--- src/rtl/posit_defines.sv ---
//==============================================================================
// Module      : posit_defines (package)
// Description : Width helpers, run-length detector and saturating add shared by
//               the posit denormalisation pipeline.
// Revision    : 1.0 - initial release
//==============================================================================
`default_nettype none

package posit_defines;

  function automatic int get_denorm_scale_width(input int n, input int es);
    return $clog2((n - 1) << es) + 1;
  endfunction

  function automatic int get_denorm_frac_width(input int n, input int es);
    return (n - es - 3 > 0) ? (n - es - 3) : 1;
  endfunction

  // LOD_N: number of zeros above the leading one within v[w-1:0] (w when v is 0).
  function automatic int lod_n(input logic [63:0] v, input int w);
    int  cnt;
    logic found;
    cnt   = 0;
    found = 1'b0;
    for (int i = 63; i >= 0; i--) begin
      if (i < w && !found) begin
        if (v[i]) found = 1'b1;
        else      cnt   = cnt + 1;
      end
    end
    return cnt;
  endfunction

  function automatic logic [31:0] sat_add32(input logic [31:0] a, input logic [31:0] b);
    logic [32:0] s;
    s = {1'b0, a} + {1'b0, b};
    return s[32] ? '1 : s[31:0];
  endfunction

endpackage

`default_nettype wire

--- src/rtl/posit_denormalize_pipe_lane.sv ---
//==============================================================================
// Module      : posit_denorm_lane
// Description : One posit decode lane: stage 1 takes |word| and the regime run,
//               stage 2 forms signed scale and fraction. Each stage has a load.
// Revision    : 1.0 - initial release
//==============================================================================
`default_nettype none

module posit_denorm_lane
  import posit_defines::*;
#(
  parameter int POSIT_WIDTH = 32,
  parameter int POSIT_ES    = 2,
  parameter int SCALE_W     = get_denorm_scale_width(POSIT_WIDTH, POSIT_ES),
  parameter int FRAC_W      = get_denorm_frac_width(POSIT_WIDTH, POSIT_ES)
) (
  input  logic                      clk,
  input  logic                      rst,
  input  logic                      load1,
  input  logic                      load2,
  input  logic [POSIT_WIDTH-1:0]    posit,
  output logic                      sign,
  output logic                      nar,
  output logic                      zero,
  output logic [SCALE_W-1:0]        scale,
  output logic [FRAC_W-1:0]         frac
);

  localparam int N        = POSIT_WIDTH;
  localparam int ES       = POSIT_ES;
  localparam int KW       = $clog2(N) + 1;
  localparam int EXP_SH   = (N - 1 - ES > 0) ? (N - 1 - ES) : 0;
  localparam int FRAC_SH  = (N - 1 - ES - FRAC_W > 0) ? (N - 1 - ES - FRAC_W) : 0;
  localparam bit HAS_FRAC = (N - ES - 3) > 0;

  typedef struct packed {
    logic                      sign;
    logic                      nar;
    logic                      zero;
    logic signed [SCALE_W-1:0] scale;
    logic [FRAC_W-1:0]         frac;
  } posit_denorm_t;

  logic          s1_sign, s1_nar, s1_zero, s1_rc;
  logic [KW-1:0] s1_k0;
  logic [N-2:0]  s1_u;

  logic [N-1:0]  neg;
  logic [N-2:0]  u_c;
  logic [N-2:0]  run_src;
  logic [KW-1:0] k0_c;

  always_comb begin
    neg     = ~posit + N'(1);
    u_c     = posit[N-1] ? neg[N-2:0] : posit[N-2:0];
    run_src = u_c[N-2] ? ~u_c : u_c;
    k0_c    = KW'(lod_n(64'(run_src), N - 1));
  end

  always_ff @(posedge clk or posedge rst) begin
    if (rst) begin
      s1_sign <= 1'b0;
      s1_nar  <= 1'b0;
      s1_zero <= 1'b0;
      s1_rc   <= 1'b0;
      s1_k0   <= '0;
      s1_u    <= '0;
    end else if (load1) begin
      s1_sign <= posit[N-1];
      s1_nar  <= (posit == {1'b1, {(N-1){1'b0}}});
      s1_zero <= (posit == '0);
      s1_rc   <= u_c[N-2];
      s1_k0   <= k0_c;
      s1_u    <= u_c;
    end
  end

  logic [N-2:0]  rem;
  int            k_c;
  int            exp_c;
  posit_denorm_t nxt;
  posit_denorm_t s2;

  // Shifting out the regime and its terminator leaves exponent then fraction
  // MSB-aligned; bits past the word end shift in as zero.
  always_comb begin
    rem      = s1_u << (s1_k0 + KW'(1));
    k_c      = s1_rc ? (int'(s1_k0) - 1) : -int'(s1_k0);
    exp_c    = int'(rem >> EXP_SH);
    nxt      = '0;
    nxt.sign = s1_sign;
    nxt.nar  = s1_nar;
    nxt.zero = s1_zero;
    if (!s1_nar && !s1_zero) begin
      nxt.scale = SCALE_W'((k_c <<< ES) + exp_c);
      if (HAS_FRAC) nxt.frac = FRAC_W'(rem >> FRAC_SH);
    end
  end

  always_ff @(posedge clk or posedge rst) begin
    if (rst)        s2 <= '0;
    else if (load2) s2 <= nxt;
  end

  assign sign  = s2.sign;
  assign nar   = s2.nar;
  assign zero  = s2.zero;
  assign scale = s2.scale;
  assign frac  = s2.frac;

endmodule

`default_nettype wire

--- src/rtl/posit_denormalize_pipe.sv ---
//==============================================================================
// Module      : posit_denormalize_pipe
// Description : N_LANES posit decoders behind one elastic two-stage handshake.
//               Define POSIT_DENORM_STATS_EN for saturating delivery counters.
// Revision    : 1.0 - initial release
//==============================================================================
`default_nettype none

module posit_denormalize_pipe
  import posit_defines::*;
#(
  parameter int POSIT_WIDTH = 32,
  parameter int POSIT_ES    = 2,
  parameter int N_LANES     = 4,
  localparam int SCALE_W    = get_denorm_scale_width(POSIT_WIDTH, POSIT_ES),
  localparam int FRAC_W     = get_denorm_frac_width(POSIT_WIDTH, POSIT_ES)
) (
  input  logic                           clk,
  input  logic                           rst,
  input  logic                           s_valid_i,
  output logic                           s_ready_o,
  input  logic [N_LANES*POSIT_WIDTH-1:0] s_posit_i,
  output logic                           m_valid_o,
  input  logic                           m_ready_i,
  output logic [N_LANES-1:0]             m_sign_o,
  output logic [N_LANES-1:0]             m_nar_o,
  output logic [N_LANES-1:0]             m_zero_o,
  output logic [N_LANES*SCALE_W-1:0]     m_scale_o,
  output logic [N_LANES*FRAC_W-1:0]      m_frac_o
`ifdef POSIT_DENORM_STATS_EN
  ,
  output logic [31:0]                    stat_beats_o,
  output logic [31:0]                    stat_nar_o,
  output logic [31:0]                    stat_zero_o
`endif
);

  logic v1, v2, en1, en2, load1, load2;

  assign en2       = ~v2 | m_ready_i;
  assign en1       = ~v1 | en2;
  assign s_ready_o = en1;
  assign m_valid_o = v2;
  assign load1     = en1 & s_valid_i;
  assign load2     = en2 & v1;

  always_ff @(posedge clk or posedge rst) begin
    if (rst) begin
      v1 <= 1'b0;
      v2 <= 1'b0;
    end else begin
      if (en1) v1 <= s_valid_i;
      if (en2) v2 <= v1;
    end
  end

  for (genvar g = 0; g < N_LANES; g++) begin : g_lane
    posit_denorm_lane #(
      .POSIT_WIDTH (POSIT_WIDTH),
      .POSIT_ES    (POSIT_ES),
      .SCALE_W     (SCALE_W),
      .FRAC_W      (FRAC_W)
    ) u_lane (
      .clk   (clk),
      .rst   (rst),
      .load1 (load1),
      .load2 (load2),
      .posit (s_posit_i[g*POSIT_WIDTH +: POSIT_WIDTH]),
      .sign  (m_sign_o[g]),
      .nar   (m_nar_o[g]),
      .zero  (m_zero_o[g]),
      .scale (m_scale_o[g*SCALE_W +: SCALE_W]),
      .frac  (m_frac_o[g*FRAC_W +: FRAC_W])
    );
  end

`ifdef POSIT_DENORM_STATS_EN
  logic [31:0] nar_lanes, zero_lanes;

  always_comb begin
    nar_lanes  = '0;
    zero_lanes = '0;
    for (int i = 0; i < N_LANES; i++) begin
      nar_lanes  = nar_lanes  + 32'(m_nar_o[i]);
      zero_lanes = zero_lanes + 32'(m_zero_o[i]);
    end
  end

  always_ff @(posedge clk or posedge rst) begin
    if (rst) begin
      stat_beats_o <= '0;
      stat_nar_o   <= '0;
      stat_zero_o  <= '0;
    end else if (m_valid_o & m_ready_i) begin
      stat_beats_o <= sat_add32(stat_beats_o, 32'd1);
      stat_nar_o   <= sat_add32(stat_nar_o, nar_lanes);
      stat_zero_o  <= sat_add32(stat_zero_o, zero_lanes);
    end
  end
`endif

endmodule

`default_nettype wire

--- config.mk ---
export PLATFORM = sky130hd
export DESIGN_NAME = posit_denormalize_pipe
export DESIGN_NICKNAME = d
export VERILOG_FILES = /design/src/rtl/posit_defines.sv /design/src/rtl/posit_denormalize_pipe_lane.sv /design/src/rtl/posit_denormalize_pipe.sv
export SDC_FILE = /design/constraint.sdc
export NUM_CORES = 1
export LEC_CHECK = 0
export CAP_MARGIN = 0
export CORE_MARGIN = 2
export CORE_UTILIZATION = 50
export CTS_BUF_LIST = sky130_fd_sc_hd__clkbuf_2
export CTS_CLUSTER_SIZE = 28
export DETAILED_ROUTE_END_ITERATION = 7
export PLACE_DENSITY = 0.73
export SLEW_MARGIN = 20
export SYNTH_ARGS = -nofsm -noshare
export SYNTH_HDL_FRONTEND = slang
export SYNTH_SLANG_ARGS = --single-unit
--- constraint.sdc ---
create_clock -name clk -period 9.9 [get_ports clk]
set_input_delay 0.99 -clock clk [delete_from_list [all_inputs] [get_ports clk]]
set_output_delay 0.99 -clock clk [all_outputs]
set_load 0.02 [all_outputs]
# Yosys cells after proc, flatten, opt, wreduce, memory -nomap -nowiden
# Cells that the tools add are included.
# Widths: inputs -> output; s select.
# word_totals
out_inout_bits,154
in_bits,132
ff_bits,318
elab_cells,720
# classes
shift,4
n_mux,496
n_addsub,140
reduce_logical,16
bitwise,14
n_eq_ne,4
# ops
operator,n
$mux 6,244
$add 6x2->6 const B,116
$mux 31,8
$not 31->31,8
$mux 1,240
$mux 35,4
$eq 32x32->1 const B,4
$logic_not 32->1,4
$add 31x1->31 const B,4
$shl 31x6->31,4
$add 8x3->8,4
$add 6x1->6 const B,4
$neg 6->6,4
$sub 6x1->6 const B,4
$add 1x1->2 const B,4
$logic_not 1->1,8
$logic_and 1x1->1,4
$and 1x1->1,2
$not 1->1,2
$or 1x1->1,2

# Depth between registers and ports, before layout
# depth
depth_word,96
mapped_depth,81
mapped_depth_nobuf,80

# Modules after synthesis
# Synthesis repeated with hierarchy kept, for this count alone.
# hier_totals
cells_unflattened,4977
hier_area_um2,37921.4
# by_module_without_submodules
mod,area_per_inst_um2,n_inst,seq_area_each_um2,cells_per_inst
posit_denorm_lane at g_lane[0].u_lane ...,9379.0,3,1951.9,1244
posit_denorm_lane at g_lane[2].u_lane,9676.8,1,1951.9,1236
posit_denormalize_pipe,107.6,1,50.0,9

# Least setup slack after synthesis
# OpenSTA, ideal clock, no wires.
# synth_path
path_type,in2reg
from,in s_posit_i[54]
to,reg g_lane[1].u_lane.s1_k0[4]
setup_slack_ns,-5.258
n_path_buf,2
setup_time_ns,0.133
t_required_ns,9.767
stages,76
t_arrival_ns,15.025
cell_sequence,buf_4 or4_1 or4b_1 buf_4 o41ai_2 xor2_1 a21oi_1 o2bb2ai_1 inv_1 ha_1 o311ai_0 o21a_1 ha_1 nand2_1 or3_1 o21a_1 ha_1 xnor2_1 [... 40 more ...] a21oi_1 nor2_1 ha_1 mux2_2 ha_1 mux2i_1 nor2_1 a21o_1 ha_1 mux2_2 ha_1 nand2b_1 nor2_1 a221o_1 nand3_1 xnor2_1 xnor2_1 o21ai_0
# synth_via
elab_chain_len,96
word_cells_on_any_way,155
classes_between,add/sub (31); mux (122); bitwise (2)
# synth_lines
element,line,source
"start, declared",posit_denormalize_pipe.sv:22,"input logic [N_LANES*POSIT_WIDTH-1:0] s_posit_i,"
$not 31->31,posit_denormalize_pipe_lane.sv:54,neg = ~posit + N'(1);
$add 31x1->31,posit_denormalize_pipe_lane.sv:54,
$mux 31 *,posit_denormalize_pipe_lane.sv:55,u_c = posit[N-1] ? neg[N-2:0] : posit[N-2:0];
$not 31->31,posit_denormalize_pipe_lane.sv:56,run_src = u_c[N-2] ? ~u_c : u_c;
$mux 31 *,posit_denormalize_pipe_lane.sv:56,
$mux 1,posit_defines.sv:27,if (v[i]) found = 1'b1;
$add 1x1->2,posit_defines.sv:28,else cnt = cnt + 1;
$mux 6,posit_defines.sv:27,
[... 80 more ...],-,
$mux 6,posit_defines.sv:27,
$mux 6,posit_defines.sv:26,if (i < w && !found) begin
$add 6x2->6,posit_defines.sv:28,
$mux 6,posit_defines.sv:27,
$mux 6,posit_defines.sv:26,
$add 6x2->6,posit_defines.sv:28,
$mux 6,posit_defines.sv:27,
$mux 6 *,posit_defines.sv:26,
"end signal, assigned",posit_denormalize_pipe_lane.sv:73,s1_k0 <= k0_c;
"end, declared",posit_denormalize_pipe_lane.sv:45,logic [KW-1:0] s1_k0;
# Every way passes the cells marked *; elsewhere a longest branch is shown, timed or not.
# A chain may end at the register's enable or synchronous reset.

# Worst setup path in the final report
# layout_path
from,in s_posit_i[40]
to,reg g_lane[1].u_lane.s1_k0[4]
# The elaborated chain is that of the path after synthesis.

==> results.sh <==
export IMPL_initial_core_util=0.5039
export IMPL_tightest_slew_ns=1.068
export IMPL_grt_pass1_vias=41390
export IMPL_ff2ff_setup_slack_ns=6.16
export IMPL_cp_max_fo=6
export IMPL_slowest_delay_ns=0.63
export IMPL_min_period_ns=13.72
export IMPL_die_area_mm2=0.07710
export IMPL_synth_flop_cell="dfrtp_1"
export IMPL_cp_buffers_inverters=13
export IMPL_area_delta_synth_final_pct=44.27
export IMPL_critical_path_top_delay_family="adder cells"
export IMPL_yosysSeqAreaShare=0.2098
export IMPL_cp_start_kind="primary input"
export IMPL_outcome="finished with violations"
export IMPL_place_gp_congestion=0.9683
export IMPL_synth_top_cell_area_share=0.2098
export IMPL_cp_depth=83
export IMPL_synth_fa_ha_area_frac=0.03876
export IMPL_slew_viol_final=0
export IMPL_nets=6578
export IMPL_crit_required_ns=10.86
export IMPL_rsz0062_at_grt="true"
export IMPL_synth_cell_area_mm2=0.03745
export IMPL_fill_cells=5884
export IMPL_synth_mux_area_fraction=0.09669
export IMPL_clock_skew_ns=0.06497
export IMPL_cts_sinks=314
export IMPL_die_y_um=277.7
export IMPL_place_ws_ns=-5.062
export IMPL_setup_slack_ns=-3.821
export IMPL_num_vias=43160
export IMPL_period_share=1.386
export IMPL_antenna_left=0
export IMPL_path_clk_slew_ns=0.09
export IMPL_htreeDepth=3
export IMPL_avgSynthCellArea_um2=7.694
export IMPL_worstRegToRegCells=8
export IMPL_synth_edf_count=0
export IMPL_whs_ns=0.3541
export IMPL_crit_slowest_cell="or4b_4"
export IMPL_cp_arrival_ns=14.68
export IMPL_core_mm2=0.07432
export IMPL_p_per_area_mw_per_mm2=157.4
export IMPL_max_cap_viol_count=0
export IMPL_grtUsageTotal=0.3359
export IMPL_ys_types=134
export IMPL_holdCritPathClass="in2async"
export IMPL_grt_max_degree=117
export IMPL_yosysWarnings=0
export IMPL_drt_total_wl_mm=135.3
export IMPL_via_per_inst=5.866
export IMPL_yosys_area_share_simple=0.2445
export IMPL_wl_per_cell_um=18.39
export IMPL_violations="negative setup slack"
export IMPL_synth_async_sr_flop_share=1.000
export IMPL_worst_setup_path_type="in2reg"
export IMPL_drc=0
export IMPL_cp_common_cell="buf_4"
export IMPL_synthTopCellsByArea="dfrtp_1 21%, xnor2_1 7.3%, nand2_1 7.2%"
export IMPL_synth_top_area_cell="dfrtp_1"
export IMPL_post_route_util=0.7269
export IMPL_cp_end_kind="flop"
export IMPL_cts_buffer_depth=3
export IMPL_final_hold_viol_count=0
export IMPL_hpwl_mm=103.5
export IMPL_antenna_found_initial=3
export IMPL_drtIter0Drc=3351
export IMPL_io_buffers=285
export IMPL_synth_top_family_by_area="simple AND/OR/NAND/NOR gates"
export IMPL_clk_latency_ns=1.12
export IMPL_setup_viol=20
export IMPL_die_w_um=277.7
export IMPL_p_leak_nw=23.44
export IMPL_grt_pass1_wl_mm=213.6
export IMPL_synthCells=4867
export IMPL_cts_buffers=81
export IMPL_dr_pass1_iters=6
export IMPL_ys_ff_latch=314
export IMPL_drive_gt1_frac=0.3296
export IMPL_synthXorXnorAreaFrac=0.1323
export IMPL_rows=100
export IMPL_slew_limit_headroom=0.2854
export IMPL_synth_compound_area_frac=0.2350
export IMPL_fmax_mhz=72.88
export IMPL_grt_overflow=0
export IMPL_cts_tree="done"
export IMPL_synth_nets=5115
export IMPL_holdBufCountCts=0
export IMPL_clockRootBuffer="clkbuf_2"
export IMPL_vdd_ir_drop_max_v=0.0001038
export IMPL_boundaryPins=286
[synth_stat cells, types with 102 or more instances]
master,instances
xor2_1,155
xnor2_1,311
a21oi_1,269
dfrtp_1,314
nor3_1,111
nor2_1,394
ha_1,116
inv_1,102
mux2i_1,204
clkbuf_1,201
nand3_1,141
nand2_1,717
o21ai_0,443
[per-layer routing]
metal	wire length [um]	track usage	vias up
li1	-	-	20800
met1	56890	0.4260	20450
met2	63920	0.5673	1553
met3	8390	0.05138	359
met4	6089	0.1453	0
met5	0	0	-
[report_power, final]
| part | internal (mW) | switching, mW |
|---|---|---|
| sequential | 1.65 | 0.369 |
| clock | 0.350 | 0.569 |
| combinational | 2.64 | 2.93 |
| total | 4.63 | 3.87 |
[repair_timing]
action	in CTS	in global routing
pin swaps	236	240
hold endpoints to repair	0	0
setup buffers	148	53
gates resized for setup	309	212
endpoints found under the setup margin	20	20
[stage by stage]
step                setup TNS [ns]  total power [mW]  instance area (um2)  cells
CTS                         -52.59             8.254                52740   7307
finish                      -57.17             8.505                54030   7357
floorplan                   -65.16             4.921                38310   4867
global route                -68.26             9.048                54020   7356
global placement            -80.49             6.972                50110   7026
detailed placement          -86.28             7.073                50110   7026
[state kept, by name, summed over array words and instances, names as in the netlist]
register / cells
g_lane.u_lane.s1_sign: 4
m_valid_o: 1
v1: 1
g_lane.u_lane.sign: 4
g_lane.u_lane.frac: 108
g_lane.u_lane.s1_nar: 4
g_lane.u_lane.nar: 4
g_lane.u_lane.scale: 32
g_lane.u_lane.s1_k0: 24
g_lane.u_lane.s1_u: 124
g_lane.u_lane.zero: 4
g_lane.u_lane.s1_zero: 4
[final timing paths]
check	startpoint	end
hold reg to reg	g_lane[1].u_lane.scale[3]	g_lane[1].u_lane.scale[3]
max in group asynchronous	rst	g_lane[2].u_lane.s1_u[26]
setup reg to reg	m_valid_o	g_lane[2].u_lane.frac[1]
setup / recovery	s_posit_i[40]	g_lane[1].u_lane.s1_k0[4]
min in group clk	s_posit_i[22]	g_lane[0].u_lane.s1_u[22]
hold / removal	rst	g_lane[1].u_lane.frac[21]
[layout make-up]
type / instances / area (um2) / area share
Inverter: 108 / 412.9 / 0.007642
Timing Repair Buffer: 1658 / 13240 / 0.2450
Sequential cell: 314 / 7860 / 0.1455
Clock buffer: 108 / 540.5 / 0.01000
Multi-Input combinational cell: 4167 / 30570 / 0.5659
Clock inverter: 29 / 181.4 / 0.003358
Antenna cell: 4 / 10.01 / 0.0001853
Tap cell: 969 / 1212 / 0.02244
[placed cells by master (no fill, tap or decap), types with 43 or more instances in the layout]
cell type | synthesis | final
clkdlybuf4s50_1 | 0 | 220
clkbuf_2 | 0 | 116
buf_4 | 20 | 1341
and2_1 | 53 | 45
mux2i_1 | 204 | 196
o21ai_0 | 443 | 392
nand2_1 | 717 | 689
nor2_1 | 394 | 362
mux2_2 | 60 | 48
nor4_1 | 58 | 43
nor2b_1 | 50 | 50
xnor2_1 | 311 | 277
o21ai_1 | 20 | 51
or3_1 | 64 | 55
nor3_1 | 111 | 101
dfrtp_1 | 314 | 312
a21oi_1 | 269 | 247
inv_1 | 102 | 94
a211oi_1 | 84 | 79
ha_1 | 116 | 76
xor2_1 | 155 | 137
nand3_1 | 141 | 134
nand4_1 | 43 | 43
[cell families (layout without fill, tap and decap cells)]
kind of cell / count (synthesis) / after routing
mux: 305 / 305
flops: 314 / 314
other cells: 0 / 4
buf+inv: 386 / 1903
simple gates: 1901 / 1901
xor+xnor: 509 / 509
fa+ha+maj: 116 / 116
compound gates: 1336 / 1336
No activity file was read; power rests on OpenSTA's default activity.
